==> src/rtl/nibble_serial_adder.sv <==
// Multi-cycle wide adder: one 4-bit nibble per clock, carry held in a register between nibbles.
// Optional signed-overflow output enabled by defining NIBBLE_SERIAL_ADDER_OVF_EN.
module nibble_serial_adder #(
  parameter int N_NIBBLES = 2
) (
  input  logic                   clk,
  input  logic                   rst,
  input  logic                   start,
  input  logic [4*N_NIBBLES-1:0] a,
  input  logic [4*N_NIBBLES-1:0] b,
  input  logic                   cin,
  output logic                   busy,
  output logic                   done,
  output logic [4*N_NIBBLES-1:0] sum,
  output logic                   cout
`ifdef NIBBLE_SERIAL_ADDER_OVF_EN
  ,
  output logic                   ovf
`endif
);

  localparam int W = 4 * N_NIBBLES;

  localparam logic [0:0] IDLE = 1'b0;
  localparam logic [0:0] RUN  = 1'b1;

  logic [0:0]   state;
  logic [W-1:0] a_r;
  logic [W-1:0] b_r;
  logic [W-1:0] work_r;
  logic         carry_r;
  logic [2:0]   idx;

  logic [3:0]   a_nib;
  logic [3:0]   b_nib;
  logic [4:0]   t;
  logic         last;
  logic [W-1:0] final_sum;

  // NOTE: every signal written in always_comb gets a default first, so no
  // path through the block can leave it unassigned and infer a latch.
  always_comb begin
    a_nib = '0;
    b_nib = '0;
    for (int i = 0; i < N_NIBBLES; i++) begin
      if (idx == 3'(i)) begin
        a_nib = a_r[4*i +: 4];
        b_nib = b_r[4*i +: 4];
      end
    end
    t    = {1'b0, a_nib} + {1'b0, b_nib} + {4'b0000, carry_r};
    last = (idx == 3'(N_NIBBLES - 1));
    // Top nibble is written straight into the result, never into work_r first.
    final_sum           = work_r;
    final_sum[W-1 -: 4] = t[3:0];
  end

  assign busy = (state == RUN);

  // NOTE: sequential state uses non-blocking assignments only, so every
  // register samples pre-edge values regardless of statement order.
  always_ff @(posedge clk or posedge rst) begin
    if (rst) begin
      state   <= IDLE;
      a_r     <= '0;
      b_r     <= '0;
      work_r  <= '0;
      carry_r <= 1'b0;
      idx     <= '0;
      sum     <= '0;
      cout    <= 1'b0;
      done    <= 1'b0;
    end else begin
      done <= 1'b0;
      case (state)
        IDLE: begin
          if (start) begin
            a_r     <= a;
            b_r     <= b;
            carry_r <= cin;
            idx     <= '0;
            work_r  <= '0;
            state   <= RUN;
          end
        end
        RUN: begin
          for (int i = 0; i < N_NIBBLES; i++) begin
            if (idx == 3'(i)) work_r[4*i +: 4] <= t[3:0];
          end
          carry_r <= t[4];
          idx     <= idx + 3'd1;
          if (last) begin
            sum   <= final_sum;
            cout  <= t[4];
            done  <= 1'b1;
            state <= IDLE;
          end
        end
        default: state <= IDLE;
      endcase
    end
  end

`ifdef NIBBLE_SERIAL_ADDER_OVF_EN
  // Carry into the MSB comes from the low three bits of the top nibble.
  logic [3:0] low3;
  assign low3 = {1'b0, a_nib[2:0]} + {1'b0, b_nib[2:0]} + {3'b000, carry_r};

  always_ff @(posedge clk or posedge rst) begin
    if (rst) begin
      ovf <= 1'b0;
    end else if (state == RUN && last) begin
      ovf <= low3[3] ^ t[4];
    end
  end
`endif

endmodule

==> config.mk <==
export PLATFORM = sky130hd
export DESIGN_NAME = nibble_serial_adder
export DESIGN_NICKNAME = d
export VERILOG_FILES = /design/src/rtl/nibble_serial_adder.sv
export SDC_FILE = /design/constraint.sdc
export NUM_CORES = 1
export LEC_CHECK = 0
export CAP_MARGIN = 25
export CORE_UTILIZATION = 45
export DETAILED_ROUTE_END_ITERATION = 8
export GPL_TIMING_DRIVEN = 0
export PLACE_DENSITY = 0.71
export RECOVER_POWER = 100
export SLEW_MARGIN = 10
export SYNTH_ARGS = -nofsm -noshare
export SYNTH_HDL_FRONTEND = slang
export SYNTH_SLANG_ARGS = --single-unit
==> constraint.sdc <==
create_clock -name clk -period 2.9 [get_ports clk]
set_input_delay 0.435 -clock clk [delete_from_list [all_inputs] [get_ports clk]]
set_output_delay 0.435 -clock clk [all_outputs]
set_load 0.01 [all_outputs]
# Yosys cells after proc, flatten, opt, wreduce, memory -nomap -nowiden
# Cells that the tools add are included.
[totals] ff_bits=35 elab_cells=36 out_inout_bits=11 input_bits=20
[op_classes] bitwise_logic=1 reduce_logical=4 n_addsub=3 n_eq_ne=3 mux=16
[ops] op="$mux 4" n=6
[ops] op="$pmux 4 s2" n=1
[ops] op="$pmux 3 s2" n=1
[ops] op="$reduce_and 2->1" n=3
[ops] op="$add 4x4->5" n=1
[ops] op="$add 5x1->5" n=1
[ops] op="$mux 1" n=5
[ops] op="$pmux 1 s2" n=2
[ops] op="$add 3x1->3 const B" n=1
[ops] op="$eq 3x1->1 const B" n=1
[ops] op="$logic_not 3->1" n=1
[ops] op="$mux 3" n=1
[ops] op="$ne 2x1->1 const B" n=1
[ops] op="$ne 2x2->1 const B" n=1
[ops] op="$not 1->1" n=1

# Logic depth before layout (Yosys ltp)
# Gate-level depths: netlist (run 1).
[depth] depth_word=7 mapped_depth=12

# Least setup slack after synthesis (run 1)
# No wires, ideal clock.
[synth_path] path_kind="register -> register" start="register idx[0]" end="register work_r[1]" path_slack_ps=787 arrival_ps=1988 setup_ps=126 stages_incl_launch_ff=12 t_required_ps=2774 path_cell_list="dfrtp_1 -> inv_1 -> ha_1 -> buf_4 -> nand2_1 -> o21ai_0 -> nand2b_1 -> fa_1 -> inv_1 -> fa_1 -> inv_1 -> o21ai_0"
[synth_via] elab_chain_cells=7
[synth_lines] item="start: declaration" line_no="32" rtl="logic [2:0] idx;"
[synth_lines] item="start signal: assignment" line_no="91" rtl="idx <= idx + 3'd1;"
[synth_lines] item="$logic_not 3->1" line_no="46" rtl="if (idx == 3'(i)) begin"
[synth_lines] item="$mux 4 (2 in a row)" line_no="46"
[synth_lines] item="$add 4x4->5 *" line_no="51" rtl="t = {1'b0, a_nib} + {1'b0, b_nib} + {4'b0000, carry_r};"
[synth_lines] item="$add 5x1->5 *" line_no="51"
[synth_lines] item="net t[1]" line_no="36" rtl="logic [4:0] t;"
[synth_lines] item="$mux 4 *" line_no="88" rtl="if (idx == 3'(i)) work_r[4*i +: 4] <= t[3:0];"
[synth_lines] item="$pmux 4 s2 *" line_no="75" rtl="case (state)"
[synth_lines] item="end signal: indexed assignment" line_no="88"
[synth_lines] item="end: declaration" line_no="30" rtl="logic [W-1:0] work_r;"
# Mark *: on every way through the listed nets, which the timed path passes. The rest lies on a longest branch. The select of a mux whose other input is x is not followed.
# A chain may end at the register's enable or synchronous reset.

# Final worst setup path (run 1)
[layout_path] start="register idx[1]" end="register cout"
[layout_via] elab_chain_cells=5
[layout_lines] item="$logic_not 3->1" line_no="46"
[layout_lines] item="$mux 4 (2 in a row)" line_no="46"
[layout_lines] item="$add 4x4->5" line_no="51"
[layout_lines] item="$add 5x1->5" line_no="51"
[layout_lines] item="end signal: assignment" line_no="94" rtl="cout <= t[4];"
[layout_lines] item="end: declaration" line_no="15" rtl="output logic cout"
# Parallel ways exist; a longest one is shown, timed or not.

==> results.md, run 1 <==
* CP required at 3.05 ns
* Top Ports at 31
* Total wire length at 3236 um
* Setup bufs post-CTS at 0
* Worst IR Drop VDD at 0.4013 mV
* Post-DP Area at 2085 sq um
* CP dominant cell by count: a21oi_1
* Post-synthesis simple-gate area fraction at 27.61%
* Layout cell share with drive strength beyond 1 at 5.727%
* Leading area contributor after synthesis: dfrtp_1
* CTS sink count at 35
* Mux cell area share after synthesis at 0.6627%
* Pwr dens at 946.3 nW/um^2
* Die span in y at 63.45 um
* Fin crit share at 84.41%
* Final instance area at 2138 sq um
* Synthesis-stage register bit count at 35
* DR iter-0 viols at 55
* Core area at 3468 sq um
* Grt total ovfl at 0
* Clock Path Buffers at 2
* Num rows at 21
* Largest cells by area after synthesis: dfrtp_1 52%, nand2_1 17%, ha_1 4.4%, nand3b_1 3.1%, a21oi_1 2.7%
* Root Buffer: clkbuf_8
* Routed Antenna Nets at 0
* Register area at 875.8 sq um
* Inserted Clock Buffers at 5
* FMAX at 408.5 MHz
* Synth unique cells at 27
* Dpl ws at 0.4808 ns
* XOR/XNOR share of the synthesized area at 0.5155%
* Adder-cell share of the synthesized area at 6.775%
* Max-cap violations at 0
* Total Power at 2024 uW
* Unrepaired setup endpoints after global routing: no
* Final slew viol count at 0
* All-layer global routing usage at 18.31%
* Synth Area in Compound Gates at 8.247%
* Worst endpoint data arrival time at 2.60 ns
* Level count of the clock H-tree at 2
* Worst Setup Start Kind: register
* Number of antenna diodes at 0
* Hold Slack at 0.4739 ns
* PnR worst setup slack at 0.4521 ns
* Crit. End Element: register
* Most frequent cells in the layout: 77 x nand2_1, 35 x dfrtp_1, 17 x clkdlybuf4s50_1
* DR pass1 iterations at 4
* Effective utilization at floorplan at 48.99%
* Vias at 1346
* Multi-input logic area at 744.5 sq um
* Setup CP Type: register to register
* Fillers at 333
* CTS tree: built
* Area Growth Syn to Fin at 25.85%
* Register area share after synthesis at 51.55%
* First-pass GRT wire length at 5727 um
* Gpl congestion at 0.7937
* Post-Syn Area at 1699 sq um
* Port buffer count at 30
* Layout Nets at 255
* Vias per inst at 4.930
* Top cell type's share of synthesized area at 51.55%
* WL per Instance at 11.85 um
* Final-report hold violation count at 0
* Syn Inst Count at 189
* Commonest non-fill, non-tap cell in the layout: nand2_1
* Status: finished, final reports clean
* Post-CTS Resized at 0
* Die width at 63.45 um
* Pleak at 0.001060 uW
* Initial antenna violation count at 0
* CP max stage cell: fa_1
* Internal reg-to-reg setup slack at 0.45 ns
* Vias in the first global route at 1304
* CTS hold repair buffers at 0
* DP Wirelength at 2511 um
* Mapped Avg Cell Area at 8.990 sq um
* Clock Latency Late Sink at 0.28 ns
* Reg clk slew, reported paths at 0.07 ns
* Mapped Nets at 217
* Slew of the pin with the lowest slew margin at 1.037 ns
* Final setup TNS at 0 ns
* Die Area at 4025 sq um
* Slew HR at 30.88%
* Largest net degree at the start of global routing at 21
* Critical path, cell by cell: inv_1 -> ha_1 -> buf_2 -> nand3b_1 -> a21oi_1 -> fa_1 -> a21o_1 -> a21oi_1 -> o21ai_0
* Syn. warnings at 0
* Slowest cell delay on critical path at 0.48 ns
* # DRC at 0
* Min Tclk post-route at 2.448 ns
* Count of final setup violators at 0
* Largest family of logic cells by synthesized area: simple AND/OR/NAND/NOR gates
* HP Class: register to register
* Clock Skews at 0.006935 ns
* CP Max Fanout at 10
## power breakdown
group | switching, uW | internal (uW) | leakage, uW
combinational | 496 | 380 | 0.000567
sequential | 113 | 686 | 0.000446
clock | 161 | 186 | 0.0000470
total | 771 | 1250 | 0.00106
## area by class of cell
type / instances / share of cell area, %
Sequential cell: 35 / 40.96
Multi-Input combinational cell: 138 / 34.82
Timing Repair Buffer: 31 / 14.22
Clock buffer: 6 / 3.862
Tap cell: 46 / 2.692
Buffer: 9 / 1.989
Inverter: 7 / 1.229
Clock inverter: 1 / 0.2341
## path summary, 6_finish.rpt
kind / to / depth (start not counted) / from
min in group asynchronous: cout$_DFFE_PP0P_ / 2 / rst
hold / removal: sum[2]$_DFFE_PP0P_ / 2 / work_r[2]$_DFFE_PP0P_
setup reg to reg: cout$_DFFE_PP0P_ / 9 / idx[1]$_DFFE_PP0P_
setup / recovery: cout$_DFFE_PP0P_ / 9 / idx[1]$_DFFE_PP0P_
max in group asynchronous: sum[1]$_DFFE_PP0P_ / 3 / rst
hold reg to reg: sum[2]$_DFFE_PP0P_ / 2 / work_r[2]$_DFFE_PP0P_
## Yosys cell counts
cell type	count
nand4_1	1
nand3b_4	1
nand3b_1	7
buf_2	3
a211oi_1	1
ha_1	6
mux2_2	1
nand3b_2	1
and4b_1	1
fa_1	2
inv_1	6
o21ai_0	7
nand2_1	77
buf_4	4
a21o_1	1
xnor2_1	1
clkbuf_1	2
nor2_1	2
o21ai_1	4
nand2b_1	3
a211o_1	2
clkinv_1	1
nand3_1	7
o31ai_1	1
a21oi_1	9
nor2b_1	3
dfrtp_1	35
## metal layers
| layer | GRT usage (%) | wire, um | up-vias |
|---|---|---|---|
| li1 | - | - | 687 |
| met1 | 22.16 | 1444 | 622 |
| met2 | 31.78 | 1609 | 31 |
| met3 | 4.348 | 142 | 6 |
| met4 | 5.966 | 39 | 0 |
| met5 | 0 | 0 | - |
## worst max-delay path, delay by kind of cell, from the launching register on
kind                       cells  cell delay, ns
buffers and inverters          2            0.36
adders and majority gates      2            0.81
AOI/OAI and AO/OA              4            0.64
and+or+nand+nor                1            0.12
DFF                            1            0.38
## registers in the layout, indices dropped and copies added, names as in the netlist
signal and cells:
a_r 8, cout 1, sum 8, done 1
b_r 8, idx 3, busy 1, carry_r 1
work_r 4
## logic make-up (layout without fill, tap and decap cells)
kind of cell	count (synthesis)	count (layout)
AO/OA/AOI/OAI	25	25
XOR/XNOR	1	1
adder cells (fa/ha/maj)	8	8
buffers and inverters	16	54
flip-flops	35	35
multiplexers	1	1
AND/OR/NAND/NOR	103	103
## through the flow
| stage | util, % | cells |
|---|---|---|
| global placement | 59.31 | 265 |
| floorplan | - | 189 |
| finish | 61.65 | 273 |
| detailed placement | 60.10 | 266 |
| global route | 61.65 | 273 |
| CTS | 62.63 | 273 |
Note: power is estimated with default switching activity, not from simulation.
==> inputs of run 2 (changes only) <==
--- a/config.mk
+++ b/config.mk
@@ -9,7 +9,7 @@
 export CORE_UTILIZATION = 45
 export DETAILED_ROUTE_END_ITERATION = 8
 export GPL_TIMING_DRIVEN = 0
-export PLACE_DENSITY = 0.71
+export PLACE_DENSITY = 0.74
 export RECOVER_POWER = 100
 export SLEW_MARGIN = 10
 export SYNTH_ARGS = -nofsm -noshare
==> constraint.sdc (replaced) <==
create_clock -name clk -period 2.1 [get_ports clk]
set_input_delay 0.315 -clock clk [delete_from_list [all_inputs] [get_ports clk]]
set_output_delay 0.315 -clock clk [all_outputs]
set_load 0.01 [all_outputs]
==> run 2 against run 1 <==
  * The run now ends with setup timing left
  * Design area is 5.9% higher
  * Worst hold slack worse by 0.0095 ns
  * Setup slack worse by 0.56 ns
  * Critical path type unchanged
==> results.md, run 2 (synthesis gave the netlist of run 1 again) <==
* Clock Latency Late Sink at 0.28 ns (about the same)
* Placed Cells incl. Taps at 265 (-0.38%)
* Slew of the pin with the lowest slew margin at 1.282 ns (+0.2451 ns)
* PnR worst setup slack at -0.1061 ns (-0.5581 ns)
* Count of final setup violators at 8 (+8)
* Most frequent cells in the layout: 74 x nand2_1, 35 x dfrtp_1, 18 x clkdlybuf4s50_1
* CP required at 2.32 ns (-0.73 ns)
* Vias in the first global route at 1330 (+2.0%)
* Gpl congestion at 0.8014 (+0.97%)
* Delay-heaviest family, CP: adder cells
* Die width at 63.45 um (unchanged)
* Worst Path Buf+Inv at 3 (+1)
* Worst Reg-to-Reg Cells at 11 (+2)
* Status: finished with violations
* Combinational share of power at 50.0% (+6.7 points)
* Number of antenna diodes at 0 (unchanged)
* P_int at 1886 uW (+51%)
* Setup CP Type: register to register
* CP Max Fanout at 8 (-2)
* Util after Layout at 65.26% (+3.6 points)
* Internal reg-to-reg setup slack at -0.11 ns (-0.56 ns)
* DR pass1 iterations at 4 (unchanged)
* Final-report hold violation count at 0 (unchanged)
* Worst IR Drop VDD at 0.6374 mV (+59%)
* CP max stage cell: fa_2
* Register area at 875.8 sq um (unchanged)
* R2r endpoint: sum[7]$_DFFE_PP0P_
* Routed Antenna Nets at 0 (unchanged)
* Clock power frac at 14.3% (-2.9 points)
* DP Wirelength at 2228 um (-11%)
* Level count of the clock H-tree at 2 (unchanged)
* Fin crit share at 105.1% (+21 points)
* Vias per inst at 4.853 (-1.6%)
* Root Buffer: clkbuf_8
* Effective utilization at floorplan at 48.99% (unchanged)
* Pwr dens at 1356 nW/um^2 (+43%)
* CTS sink count at 35 (unchanged)
* Worst endpoint data arrival time at 2.43 ns (-0.17 ns)
* Multi-input logic area at 804.5 sq um (+8.1%)
* CTS tree: built
* Layout Nets at 262 (+2.7%)
* Non-Filler Instances at 279 (+2.2%)
* First-pass GRT wire length at 6051 um (+5.7%)
* Sw Ratio at 38.56% (+0.46 points)
* Clock Skews at 0.001295 ns (-0.005639 ns)
* CTS hold repair buffers at 0 (unchanged)
* Biggest regs: a_r: 8 flops, b_r: 8 flops, sum: 8 flops
* Failing checks: setup timing
* Worst setup path start: idx[1]$_DFFE_PP0P_
* Unrepaired setup endpoints after global routing: yes
* HP Class: register to register
* Inserted Clock Buffers at 5 (unchanged)
* DR iter-0 viols at 59 (+7.3%)
* # DRC at 0 (unchanged)
* Die Area at 4025 sq um (unchanged)
* CP Capture Point: sum[7]$_DFFE_PP0P_
* Reg clk slew, reported paths at 0.06 ns (about the same)
* Num rows at 21 (unchanged)
* Total wire length at 3418 um (+5.6%)
* Commonest non-fill, non-tap cell in the layout: nand2_1
* Critical path, cell by cell: inv_2 -> buf_6 -> ha_4 -> nand2_2 -> o21ai_2 -> nand2b_1 -> fa_2 -> buf_6 -> nand3b_1 -> a211o_1 -> nand3_1
* Worst Setup Start Kind: register
* Top Ports at 31 (unchanged)
* Pleak at 0.001105 uW (+4.2%)
* Area Growth Syn to Fin at 33.21%
* Core area at 3468 sq um (unchanged)
* FMAX at 453.3 MHz (+11%)
* CP dominant cell by count: buf_6
* Min Tclk post-route at 2.206 ns (-0.2419 ns)
* All-layer global routing usage at 19.87% (+1.6 points)
* Slowest cell delay on critical path at 0.42 ns (-0.06 ns)
* Vias at 1354 (+0.59%)
* Max-cap violations at 0 (unchanged)
* Switching power total at 1183 uW (+53%)
* Part of the power in registers at 35.7% (-3.8 points)
* Final slew viol count at 0 (unchanged)
* Slew HR at 14.45% (-16 points)
* Clock Path Buffers at 2 (unchanged)
* Total Power at 3069 uW (+52%)
* Crit. End Element: register
* Largest net degree at the start of global routing at 36 (+71%)
* Die span in y at 63.45 um (unchanged)
* Crit. path cell count at 11 (+2)
* FF-to-FF Start: idx[1]$_DFFE_PP0P_
* Post-DP Area at 2061 sq um (-1.1%)
* Final instance area at 2263 sq um (+5.9%)
* Final setup TNS at -0.5488 ns (-0.5488 ns)
* Initial antenna violation count at 0 (unchanged)
* Fillers at 316 (-5.1%)
* WL per Instance at 12.25 um (+3.4%)
* Grt total ovfl at 0 (unchanged)
* Layout cell share with drive strength beyond 1 at 16.31% (+11 points)
* Port buffer count at 30 (unchanged)
==> run 2: worst min path at each step <==
stage                                     start            endpoint  slack (ns)  cells after the start
final                        sum[2]$_DFFE_PP0P_  sum[2]$_DFFE_PP0P_        0.46                      2
after global routing         sum[2]$_DFFE_PP0P_  sum[2]$_DFFE_PP0P_        0.48                      2
after CTS                 work_r[1]$_DFFE_PP0P_  sum[1]$_DFFE_PP0P_        0.47                      2
after detailed placement  work_r[1]$_DFFE_PP0P_  sum[1]$_DFFE_PP0P_        0.45                      2
after global placement    work_r[1]$_DFFE_PP0P_  sum[1]$_DFFE_PP0P_        0.45                      2
after floorplan                           start  idx[1]$_DFFE_PP0P_        0.40                      1
==> run 2: per-stage QoR <==
step	hold slack [ns]	setup WS (ns)
final	0.4644	-0.1061
after global routing	0.4846	-0.1941
after CTS	0.4671	-0.03401
after detailed placement	0.4538	-0.3650
after global placement	0.4514	-0.3077
after floorplan	0.4013	0.02310
==> run 2: worst reg2reg max path, delay by kind of cell, from the launching register on <==
kind            cells  cell delay [ns]
flops               1             0.39
buf+inv             3             0.34
compound gates      2             0.37
fa+ha+maj           2             0.62
simple gates        4             0.44
==> run 2: power by group through the flow <==
stage                     logic [uW]  registers, uW  clock network [uW]
after floorplan                  869           1110                   0
after global placement          1250           1100                   0
after detailed placement        1280           1110                   0
after CTS                       1390           1090                 451
after global routing            1720           1130                 484
final                           1540           1100                 437
==> run 2: per-layer routing <==
layer,global-route usage [%],wire length [um]
met4,6.818,48
met1,24.73,1595
met3,5.978,130
met5,0,0
met2,32.58,1644
==> run 2: cell type report <==
cell class              instances  share of cell area, %
multi-input cells             138                  35.54
plain buffers                   8                  2.101
well taps                      46                  2.543
flip-flops and latches         35                  38.70
inverters                       7                  1.161
clock buffers                   6                  3.206
repair buffers                 39                  16.75
==> run 2: repair_timing <==
| action | 4_1_cts | 5_1_grt |
|---|---|---|
| pin swaps | 9 | 11 |
| cloned | 0 | 0 |
| gates resized for setup | 12 | 17 |
| endpoints found under the setup margin | 8 | 8 |
| setup buffers | 5 | 4 |
==> inputs of run 3 (changes only) <==
--- a/config.mk
+++ b/config.mk
@@ -11,7 +11,6 @@
 export GPL_TIMING_DRIVEN = 0
 export PLACE_DENSITY = 0.74
 export RECOVER_POWER = 100
-export SLEW_MARGIN = 10
 export SYNTH_ARGS = -nofsm -noshare
 export SYNTH_HDL_FRONTEND = slang
 export SYNTH_SLANG_ARGS = --single-unit
==> run 3 against run 2 <==
  * The run still ends with setup timing left
  * Register-to-register slack barely moved
  * Global-route usage fell by 0.81 points
  * Non-clock buffer count rose by 2
  * Worst hold slack improved by 0.0011 ns
  * Die area did not move
  * Clock skew rose by 0.0016 ns
  * Design area rose by 1.9%
  * Critical path depth did not move
  * Sequential cell count did not move
  * Setup slack improved by 0.014 ns
  * Maximum frequency rose by 0.65%
  * Critical endpoint is now cout$_DFFE_PP0P_
  * Largest power group unchanged
==> results.md, run 3 (synthesis gave the netlist of run 1 again) <==
* Dpl ws at -0.3404 ns (+0.02463 ns)
* Worst Reg-to-Reg Cells at 11 (unchanged)
* Area Growth Syn to Fin at 35.79%
* CP dominant cell by count: fa_2
* Multi-input logic area at 818.3 sq um (+1.7%)
* Pleak at 0.001128 uW (+2.1%)
* CP max stage cell: dfrtp_1
* Die Area at 4025 sq um (unchanged)
* Status: finished with violations
* Fin crit share at 104.4% (-0.68 points)
* Final setup TNS at -0.1709 ns (+0.3779 ns)
* Routed Antenna Nets at 0 (unchanged)
* Worst IR Drop VDD at 0.7991 mV (+25%)
* Slew HR at 49.79% (+35 points)
* All-layer global routing usage at 19.05% (-0.81 points)
* Port buffer count at 30 (unchanged)
* Worst endpoint data arrival time at 2.36 ns (-0.07 ns)
* Critical path, cell by cell: buf_6 -> ha_4 -> nand2_2 -> o21ai_2 -> nand2b_1 -> fa_2 -> inv_2 -> fa_2 -> a21o_1 -> a21oi_2 -> o21ai_1
* Delay-heaviest family, CP: adder cells
* DR iter-0 viols at 92 (+56%)
* Reg clk slew, reported paths at 0.07 ns (about the same)
* Gpl congestion at 0.8014 (unchanged)
* Level count of the clock H-tree at 2 (unchanged)
* HP Class: register to register
* Count of final setup violators at 2 (-6)
* Worst Setup Start Kind: register
* Slowest cell delay on critical path at 0.41 ns (about the same)
* Initial antenna violation count at 0 (unchanged)
* Layout cell share with drive strength beyond 1 at 18.57% (+2.3 points)
* Failing checks: setup timing
* CTS sink count at 35 (unchanged)
* Fillers at 306 (-3.2%)
* Non-Filler Instances at 283 (+1.4%)
* Total Power at 3159 uW (+2.9%)
* DP Wirelength at 2303 um (+3.4%)
* Unrepaired setup endpoints after global routing: yes
* Pwr dens at 1369 nW/um^2 (+0.99%)
* DR pass1 iterations at 2 (-2)
* Most frequent cells in the layout: 73 x nand2_1, 35 x dfrtp_1, 17 x clkdlybuf4s50_1
* Min-Delay Endpoint: sum[2]$_DFFE_PP0P_
* Setup CP Type: register to register
* Effective utilization at floorplan at 48.99% (unchanged)
* Vias in the first global route at 1309 (-1.6%)
* WL per Instance at 11.50 um (-6.1%)
* Top Ports at 31 (unchanged)
* CP required at 2.27 ns (-0.05 ns)
* Die width at 63.45 um (unchanged)
* Register area at 875.8 sq um (unchanged)
* Largest net degree at the start of global routing at 19 (-47%)
* Slew of the pin with the lowest slew margin at 0.7519 ns (-0.5299 ns)
* Clock Path Buffers at 2 (unchanged)
* CP Max Fanout at 7 (-1)
* Commonest non-fill, non-tap cell in the layout: nand2_1
* Hold Crit Start: sum[2]$_DFFE_PP0P_
* Grt total ovfl at 0 (unchanged)
* Vias at 1344 (-0.74%)
* Crit. End Element: register
* Vias per inst at 4.749 (-2.1%)
* Final-report hold violation count at 0 (unchanged)
* Hold path cells at 2 (unchanged)
* Internal reg-to-reg setup slack at -0.09 ns (about the same)
* Core area at 3468 sq um (unchanged)
* Hold Slack at 0.4655 ns (+0.001134 ns)
* Inserted Clock Buffers at 5 (unchanged)
* Layout Nets at 264 (+0.76%)
* FMAX at 456.2 MHz (+0.65%)
* Min Tclk post-route at 2.192 ns (-0.01419 ns)
* Num rows at 21 (unchanged)
* Placed Cells incl. Taps at 266 (+0.38%)
* Root Buffer: clkbuf_8
* # DRC at 0 (unchanged)
* Worst Path Buf+Inv at 2 (-1)
* Die span in y at 63.45 um (unchanged)
* R2r endpoint: cout$_DFFE_PP0P_
* Clock Skews at 0.002882 ns (+0.001587 ns)
* Max-cap violations at 0 (unchanged)
* Final slew viol count at 0 (unchanged)
* Clock Latency Late Sink at 0.29 ns (about the same)
* First-pass GRT wire length at 5858 um (-3.2%)
* FF-to-FF Start: idx[0]$_DFFE_PP0P_
* PnR worst setup slack at -0.09188 ns (+0.01419 ns)
* Number of antenna diodes at 0 (unchanged)
* Biggest regs: a_r: 8 flops, b_r: 8 flops, sum: 8 flops
* CTS tree: built
* Total wire length at 3254 um (-4.8%)
[run 3: cell count changes in the layout (fill, tap and decap cells not counted), sizes merged]
cell           previous run  this run
clkbuf                   10        13
dlygate4sd3              12        13
clkdlybuf4s50            18        17
dlymetal6s2s              0         1
[run 3: cell type report]
class	instances	area share (%)
inverters	7	1.139
flip-flops and latches	35	37.96
plain buffers	8	1.627
well taps	46	2.495
multi-input cells	138	35.47
repair buffers	41	16.97
clock buffers	8	4.338
[run 3: worst max path at each step]
stage / startpoint / endpoint / slack, ns / depth (start not counted)
3_5_place_dp: idx[1]$_DFFE_PP0P_ / carry_r$_DFFE_PP0P_ / -0.34 / 9
3_3_place_gp: idx[1]$_DFFE_PP0P_ / carry_r$_DFFE_PP0P_ / -0.31 / 9
5_1_grt: idx[0]$_DFFE_PP0P_ / cout$_DFFE_PP0P_ / -0.18 / 11
6_report: idx[0]$_DFFE_PP0P_ / cout$_DFFE_PP0P_ / -0.09 / 11
2_1_floorplan: idx[0]$_DFFE_PP0P_ / work_r[1]$_DFFE_PP0P_ / 0.02 / 11
4_1_cts: idx[0]$_DFFE_PP0P_ / carry_r$_DFFE_PP0P_ / -0.01 / 11
[run 3: worst register-to-register path, cell delays in order (launching register included)]
cell and delay (ns):
dfrtp_1 0.41, buf_6 0.14, ha_4 0.18, nand2_2 0.06, o21ai_2 0.04, nand2b_1 0.10, fa_2 0.23, inv_2 0.05
fa_2 0.35, a21o_1 0.19, a21oi_2 0.21, o21ai_1 0.10
[run 3: routing by layer]
| metal | wire, um | GRT usage [%] | up-vias |
|---|---|---|---|
| met1 | 1556 | 23.91 | 606 |
| met4 | 57 | 7.670 | 0 |
| met3 | 103 | 5.435 | 6 |
| met2 | 1537 | 30.72 | 29 |
| met5 | 0 | 0 | - |
| li1 | - | - | 703 |
[run 3: power by group]
group          total, uW  switching [uW]  internal, uW
Combinational       1540             813           724
Clock                527             228           299
Sequential          1090             147           948
[run 3: repair_timing]
action | CTS | global route
buffers inserted | 6 | 4
gates cloned | 0 | 0
setup endpoints to repair | 8 | 8
gates resized for setup | 12 | 18
hold buffers | 0 | 0
pin swaps | 4 | 15
[run 3: metrics by stage]
stage	area, sq um	utilization [%]
after CTS	2270	65.44
final	2307	66.52
after global placement	2061	59.42
after global routing	2307	66.52
after detailed placement	2088	60.21
after floorplan	1703	-
